File: config.mk
export PLATFORM = sky130hd
export DESIGN_NAME = check_delay_line
export DESIGN_NICKNAME = d
export VERILOG_FILES = /design/src/rtl/check_delay_line.sv
export SDC_FILE = /design/constraint.sdc
export NUM_CORES = 1
export LEC_CHECK = 0
export ABC_AREA = 1
export BUFFER_PORTS_ARGS = -buffer_cell sky130_fd_sc_hd__clkbuf_2
export CORE_AREA = 2 2 39 41
export DETAILED_ROUTE_END_ITERATION = 7
export DIE_AREA = 0 0 41 43
export PLACE_DENSITY = 0.64
export SLEW_MARGIN = 10
export SYNTH_ARGS = -nofsm -noshare
export SYNTH_HDL_FRONTEND = slang
export SYNTH_SLANG_ARGS = --single-unit
export TNS_END_PERCENT = 30
File: constraint.sdc
create_clock -name clk -period 0.8 [get_ports clk]
set_clock_uncertainty 0.2 [all_clocks]
set_input_delay 0.08 -clock clk [delete_from_list [all_inputs] [get_ports clk]]
set_output_delay 0.08 -clock clk [all_outputs]
set_load 0.05 [all_outputs]
File: src/rtl/check_delay_line.sv
// Read-check pipeline: carries {valid, chk, expected, addr} for READ_LATENCY cycles
// so each entry lines up with the BRAM output word it describes.
module check_delay_line #(
  parameter int unsigned ADDR_WIDTH = 10,
  parameter int unsigned DEPTH      = 1
) (
  input  logic                  clk,
  input  logic                  flush,
  input  logic                  push_valid,
  input  logic                  push_chk,
  input  logic                  push_expected,
  input  logic [ADDR_WIDTH-1:0] push_addr,
  output logic                  tap_valid,
  output logic                  tap_chk,
  output logic                  tap_expected,
  output logic [ADDR_WIDTH-1:0] tap_addr
);

  localparam int unsigned ENTRY_W = ADDR_WIDTH + 3;

  logic [ENTRY_W-1:0] stages [DEPTH];

  always_ff @(posedge clk) begin
    if (flush) begin
      for (int unsigned i = 0; i < DEPTH; i++) stages[i] <= '0;
    end else begin
      stages[0] <= {push_valid, push_chk, push_expected, push_addr};
      for (int unsigned i = 1; i < DEPTH; i++) stages[i] <= stages[i-1];
    end
  end

  assign {tap_valid, tap_chk, tap_expected, tap_addr} = stages[DEPTH-1];

endmodule

### Yosys cells after proc, flatten, opt, wreduce, memory -nomap -nowiden

Memories as Yosys holds them, arrays and structs flattened.
Cells that the tools add are included.

* register bits: 0
* bits in latches: 0
* memory bits (writable): 13
* ROM bits: 0
* input bits: 15
* logic and storage cells: 7
* memories kept: 1

Memory list
* stages: words 1, bits a word 13, read ports 1, clocked after Yosys merged registers in 0, wr ports 1, RTL line 21 `logic [ENTRY_W-1:0] stages [DEPTH];`

* add/subtract/negate cells: 0
* multiply operators: 0
* div/mod/pow operators: 0
* $lt $le $gt $ge: 0
* equal/unequal tests: 0
* shifts and indexed selects: 0
* muxes and demuxes: 5
* bitwise operators: 0
* reductions and logical operators: 1

Operators by type and width (number)
* 2-to-1 mux 13 bit: 1
* OR reduction 13 bit: 1
* 2-to-1 mux 1 bit: 4

### Longest topological paths before layout

Gate-level depths: netlist (run 1).

* depth after elaboration: 3
* gate-level depth with buffers: 2

### Worst setup path after synthesis (run 1)

No wires, ideal clock.

* kind: reg-to-output
* from: mem stages[0][0] (netlist bit)
* to: out tap_addr[0]
* arrival: 0.587 ns
* slack: -0.067 ns
* cell stages (with the launch flop): 1
* path buffers: 0
* path through: dfxtp_1

* longest elaborated chain between the ends: 1

RTL lines
* start: declaration: RTL line 21
* memory (1 x 13 bit)
* end: declaration: RTL line 16 `output logic [ADDR_WIDTH-1:0] tap_addr`

Every way passes these cells.

### Final worst setup path (run 1)

* from: mem stages[0][12] (netlist bit)
* to: out tap_valid

* longest elaborated chain between the ends: 1

RTL lines
* memory (1 x 13 bit)
* end: declaration: RTL line 13 `output logic tap_valid,`

Every way passes these cells.

==> impl_results.md, run 1 <==
* Reg with most FFs: stages
* Chip width at 41 um
* Core area at 0.00138 mm^2
* CP max-delay cell: dfxtp_2
* Critical path, cell by cell: buf_8
* Slew Limit Fails at 0
* First-pass GRT wire length at 1.17 mm
* Period utilization at 1.28
* Synth Flop Type: dfxtp_1
* Worst EP arrival at 0.75 ns
* Critical path buffer and inverter count at 1
* HP Class: primary input to flip-flop
* Inserted Clock Buffers at 3
* Via count at 322
* Setup ws final at -0.227 ns
* Starting density of the core at 0.267
* Post-DP Area at 532 um^2
* Synthesis Warnings at 0
* First-pass detailed-route iteration total at 1
* Fin Hold WS at -0.212 ns
* Syn-to-layout area delta at 87.1%
* Initial antenna violation count at 0
* RSZ-0062 raised after global routing: true
* Number of synthesized flops with an enable pin at 0
* Largest register FFs at 13
* Synth top area share at 0.705
* Max incr delay on CP at 0.34 ns
* Total Power at 1.39 mW
* Vias in the first global route at 314
* Status: finished, violations left
* Die Height at 43 um
* Critical path depth at 1
* VDD IR max at 878 uV
* Max Fanout on Critical Path at 1
* Fmax at 974 MHz
* Final setup violation count at 13
* GRT Resource Usage Total at 0.103
* CP delay by family, top: flip-flops
* Seq cells post-synth at 13
* Diode count at 0
* Detailed router's first-iteration violation count at 0
* Syn Inst Count at 40
* Site row count at 14
* Post-synthesis sequential area ratio at 0.705
* Final hold vios at 13
* Crit path from: stages[0][12]$_SDFF_PP0_
* Placed cell count at 82
* Port bufs at 27
* Fill count at 131
* Critical path class: flip-flop to output pin
* Clk root buf: clkbuf_4
* Die Area at 0.00176 mm^2
* GRT Residual Overflow at 0
* Via density at 3.74
* Setup crit end: tap_valid
* Fin nets at 86
* # DRC at 0
* Netlist cell types at 4
* Syn Area/Cell at 9.23 um^2
* Synth Cell Area at 369 um^2
* Crit path required time at 0.52 ns
* Final instance area at 691 um^2
* Worst Hold Launch: push_expected
* Largest net degree at the start of global routing at 14
* Yosys top cell by area: dfxtp_1
* Hold path cells at 3
* CTS tree: done
* H-Tree Depth at 1
* WL final at 697 um
* Max clock buf depth at 2
* Setup TNS at -2.84 ns
* WL per Instance at 8.10 um
* Layout cell share with drive strength beyond 1 at 0.614
* CTS clk-pin slew, worst paths at 0.07 ns
* Post-layout util at 0.499
* Tightest Pin Transition at 0.263 ns
* Final Wtd Congestion at 0.579
* Post-layout min period at 1.03 ns
* DP HPWL at 497 um
* Top Registers: stages x13
* Top post-synthesis cells by area: dfxtp_1 71%, inv_1 13%, nor2_1 13%, buf_6 3.1%
* Max Cap Viol at 0
* Crit. End Element: output pin
* Register cell area after layout at 277 um^2
* Worst slew margin relative to its limit at 0.825
* Clk sinks at 13
* Leakage at 0.376 nW
* Post-Syn Nets at 55
* Io pins at 28
* Power density of the placed cells at 2020 mW/mm^2
* Multi-input gate area at 48.8 um^2
* Violated checks: negative hold slack, negative setup slack
* Post-DRT Antenna Nets at 0
* Fin cells at 86
* Post-synthesis async set-or-reset flop share at 0
* Most common library cells after synthesis: 13 x dfxtp_1, 13 x inv_1, 13 x nor2_1, 1 x buf_6
* Setup Buffers After CTS at 0
* Setup crit start kind: flip-flop
* Pre-CTS WS at -0.0444 ns
[how the worst min path moves through the flow]
stage	endpoint	slack [ns]
after floorplan	stages[0][0]$_SDFF_PP0_	-0.06
after global placement	stages[0][2]$_SDFF_PP0_	0.07
after detailed placement	stages[0][2]$_SDFF_PP0_	0.07
after CTS	stages[0][3]$_SDFF_PP0_	-0.22
after global routing	stages[0][0]$_SDFF_PP0_	-0.22
final	stages[0][10]$_SDFF_PP0_	-0.21
[report_power, final]
| group | leakage, nW | switching, mW | internal [mW] |
|---|---|---|---|
| logic | 0.249 | 0.166 | 0.130 |
| clock network | 0.0150 | 0.193 | 0.193 |
| registers | 0.112 | 0.0220 | 0.689 |
| total | 0.376 | 0.381 | 1.01 |
[cell families after synthesis]
| logic type | synth area share |
|---|---|
| buf+inv | 0.163 |
| flops | 0.705 |
| simple gates | 0.132 |
[cell type report]
class                           count  share of cell area
Tap cell                           16              0.0290
Inverter                           13              0.0707
Timing Repair Buffer               27               0.391
Multi-Input combinational cell     13              0.0707
Sequential cell                    13               0.400
Clock buffer                        4              0.0380
[metal layers]
| metal | GRT usage | vias to the layer above | share of wire | wire, um |
|---|---|---|---|---|
| met2 | 0.147 | 17 | 0.54 | 373 |
| li1 | - | 165 | - | - |
| met5 | 0 | - | 0 | 0 |
| met3 | 0.0366 | 0 | 0.092 | 64 |
| met1 | 0.108 | 140 | 0.37 | 260 |
| met4 | 0.100 | 0 | 0 | 0 |
[cell usage in the layout, fill, tap and decap left out]
master,instances
clkbuf_2,14
buf_12,1
buf_8,12
dfxtp_2,13
clkbuf_1,1
clkbuf_4,3
inv_1,13
nor2_1,13
[timing repair]
item,in CTS,in global routing
setup endpoints to repair,13,13
endpoints found under the hold margin,13,13
gates resized for setup,33,13
cloned,0,0
pin swaps,0,0
Power figures use the tool's default switching activity.
==> run 2: changes to the inputs <==
--- a/config.mk
+++ b/config.mk
@@ -10,7 +10,7 @@
 export CORE_AREA = 2 2 39 41
 export DETAILED_ROUTE_END_ITERATION = 7
 export DIE_AREA = 0 0 41 43
-export PLACE_DENSITY = 0.64
+export PLACE_DENSITY = 0.66
 export SLEW_MARGIN = 10
 export SYNTH_ARGS = -nofsm -noshare
 export SYNTH_HDL_FRONTEND = slang
==> constraint.sdc (replaced) <==
create_clock -name clk -period 0.9 [get_ports clk]
set_clock_uncertainty 0.2 [all_clocks]
set_input_delay 0.09 -clock clk [delete_from_list [all_inputs] [get_ports clk]]
set_output_delay 0.09 -clock clk [all_outputs]
set_load 0.05 [all_outputs]
==> run 2 against run 1 <==
Compared with the run above: the flow still finishes with violations (negative hold slack, negative setup slack); first-iteration DRC count stayed put; sequential power is 11% lower; die area stayed put; clock power is 11% lower; cell count is 15% higher; combinational power is 3% higher; routed wire length is 26% higher; critical path depth stayed put; via count is 17% higher; largest cell class is now buffers.
==> impl_results.md, run 2 (synthesized netlist as in run 1, its figures left out) <==
* Register cell area after layout at 277 um^2
* Setup Buffers After CTS at 0
* First-pass GRT wire length at 1.52 mm
* Via density at 3.81
* Crit. End Element: output pin
* Die Area at 0.00176 mm^2
* CP max-delay cell: dfxtp_2
* Met3 wire length at 52 um
* Fmax at 967 MHz
* RSZ-0062 raised after global routing: true
* Worst EP arrival at 0.74 ns
* Status: finished, violations left
* Largest register FFs at 13
* Worst slew margin relative to its limit at 0.833
* Via count at 377
* Final setup violation count at 13
* Chip width at 41 um
* Setup crit start kind: flip-flop
* Highest metal used: met3
* Critical path buffer and inverter count at 1
* CTS tree: done
* Fill count at 129
* Fin Hold WS at -0.0376 ns
* Power density of the placed cells at 1570 mW/mm^2
* WL per Instance at 8.84 um
* GRT Resource Usage Total at 0.132
* Crit path required time at 0.61 ns
* Top Registers: stages x13
* Site row count at 14
* Violated checks: negative hold slack, negative setup slack
* Post-DRT Antenna Nets at 0
* Detailed router's first-iteration violation count at 0
* Inserted Clock Buffers at 3
* CTS clk-pin slew, worst paths at 0.08 ns
* M1 WL at 281 um
* Slew Limit Fails at 0
* Multi-input gate area at 48.8 um^2
* Setup ws final at -0.135 ns
* Vias in the first global route at 437
* Starting density of the core at 0.267
* Routed wl met2 at 542 um
* Max clock buf depth at 2
* H-Tree Depth at 1
* Io pins at 28
* Initial antenna violation count at 0
* Leakage at 0.429 nW
* Reg with most FFs: stages
* Post-layout min period at 1.03 ns
* Max Cap Viol at 0
* Period utilization at 1.15
* Critical path class: flip-flop to output pin
* # DRC at 0
* Final Wtd Congestion at 0.632
* HP Class: primary input to flip-flop
* Layout cell share with drive strength beyond 1 at 0.518
* Critical path, cell by cell: buf_8
* Diode count at 0
* Largest net degree at the start of global routing at 14
* Fin nets at 99
* Die Height at 43 um
* Final hold vios at 13
* Tightest Pin Transition at 0.251 ns
* Clk root buf: clkbuf_4
* Core area at 0.00138 mm^2
* Port bufs at 27
* VDD IR max at 802 uV
* Max incr delay on CP at 0.34 ns
* GRT Residual Overflow at 0
* First-pass detailed-route iteration total at 1
* WL final at 875 um
* Post-CTS Hold Fix Bufs at 13
* Final instance area at 816 um^2
* Commonest non-fill, non-tap cell in the layout: clkbuf_2
* Placed cell count at 82
* Clk sinks at 13
* Total Power at 1.28 mW
* Fin cells at 99
* CP delay by family, top: flip-flops
* Syn-to-layout area delta at 121%
* Max Fanout on Critical Path at 1
* Post-DP Area at 513 um^2
## run 2: timing repair
action                     4_1_cts  5_1_grt
setup endpoints to repair       13       13
gates resized for setup         39       13
hold endpoints to repair        13        8
## run 2: power breakdown
part | total [mW] | internal [mW] | switching (mW)
registers | 0.632 | 0.612 | 0.0193
clock network | 0.344 | 0.171 | 0.173
logic | 0.304 | 0.149 | 0.155
## run 2: metal layers
metal,up-vias,track usage
li1,193,-
met1,166,0.0945
met3,0,0.0314
met2,18,0.263
met5,-,0
met4,0,0.0800
## run 2: path summary, 6_finish.rpt
check	startpoint	to	slack (ns)	cells past startpoint
max	stages[0][10]$_SDFF_PP0_	tap_expected	-0.13	1
min	flush	stages[0][1]$_SDFF_PP0_	-0.04	2
## run 2: layout make-up
| class | instances | share of cell area |
|---|---|---|
| tap | 16 | 0.0245 |
| timing repair buffer | 40 | 0.485 |
| clock buffer | 4 | 0.0322 |
| multi-input combinational | 13 | 0.0598 |
| sequential | 13 | 0.339 |
| inverter | 13 | 0.0598 |
## run 2: per-stage QoR
step	setup WS (ns)	TNS, ns	util
floorplan	0.0227	0	-
global placement	0.0574	0	0.371
detailed placement	0.0423	0	0.371
CTS	-0.166	-2.05	0.578
global route	-0.173	-2.12	0.590
finish	-0.135	-1.65	0.590
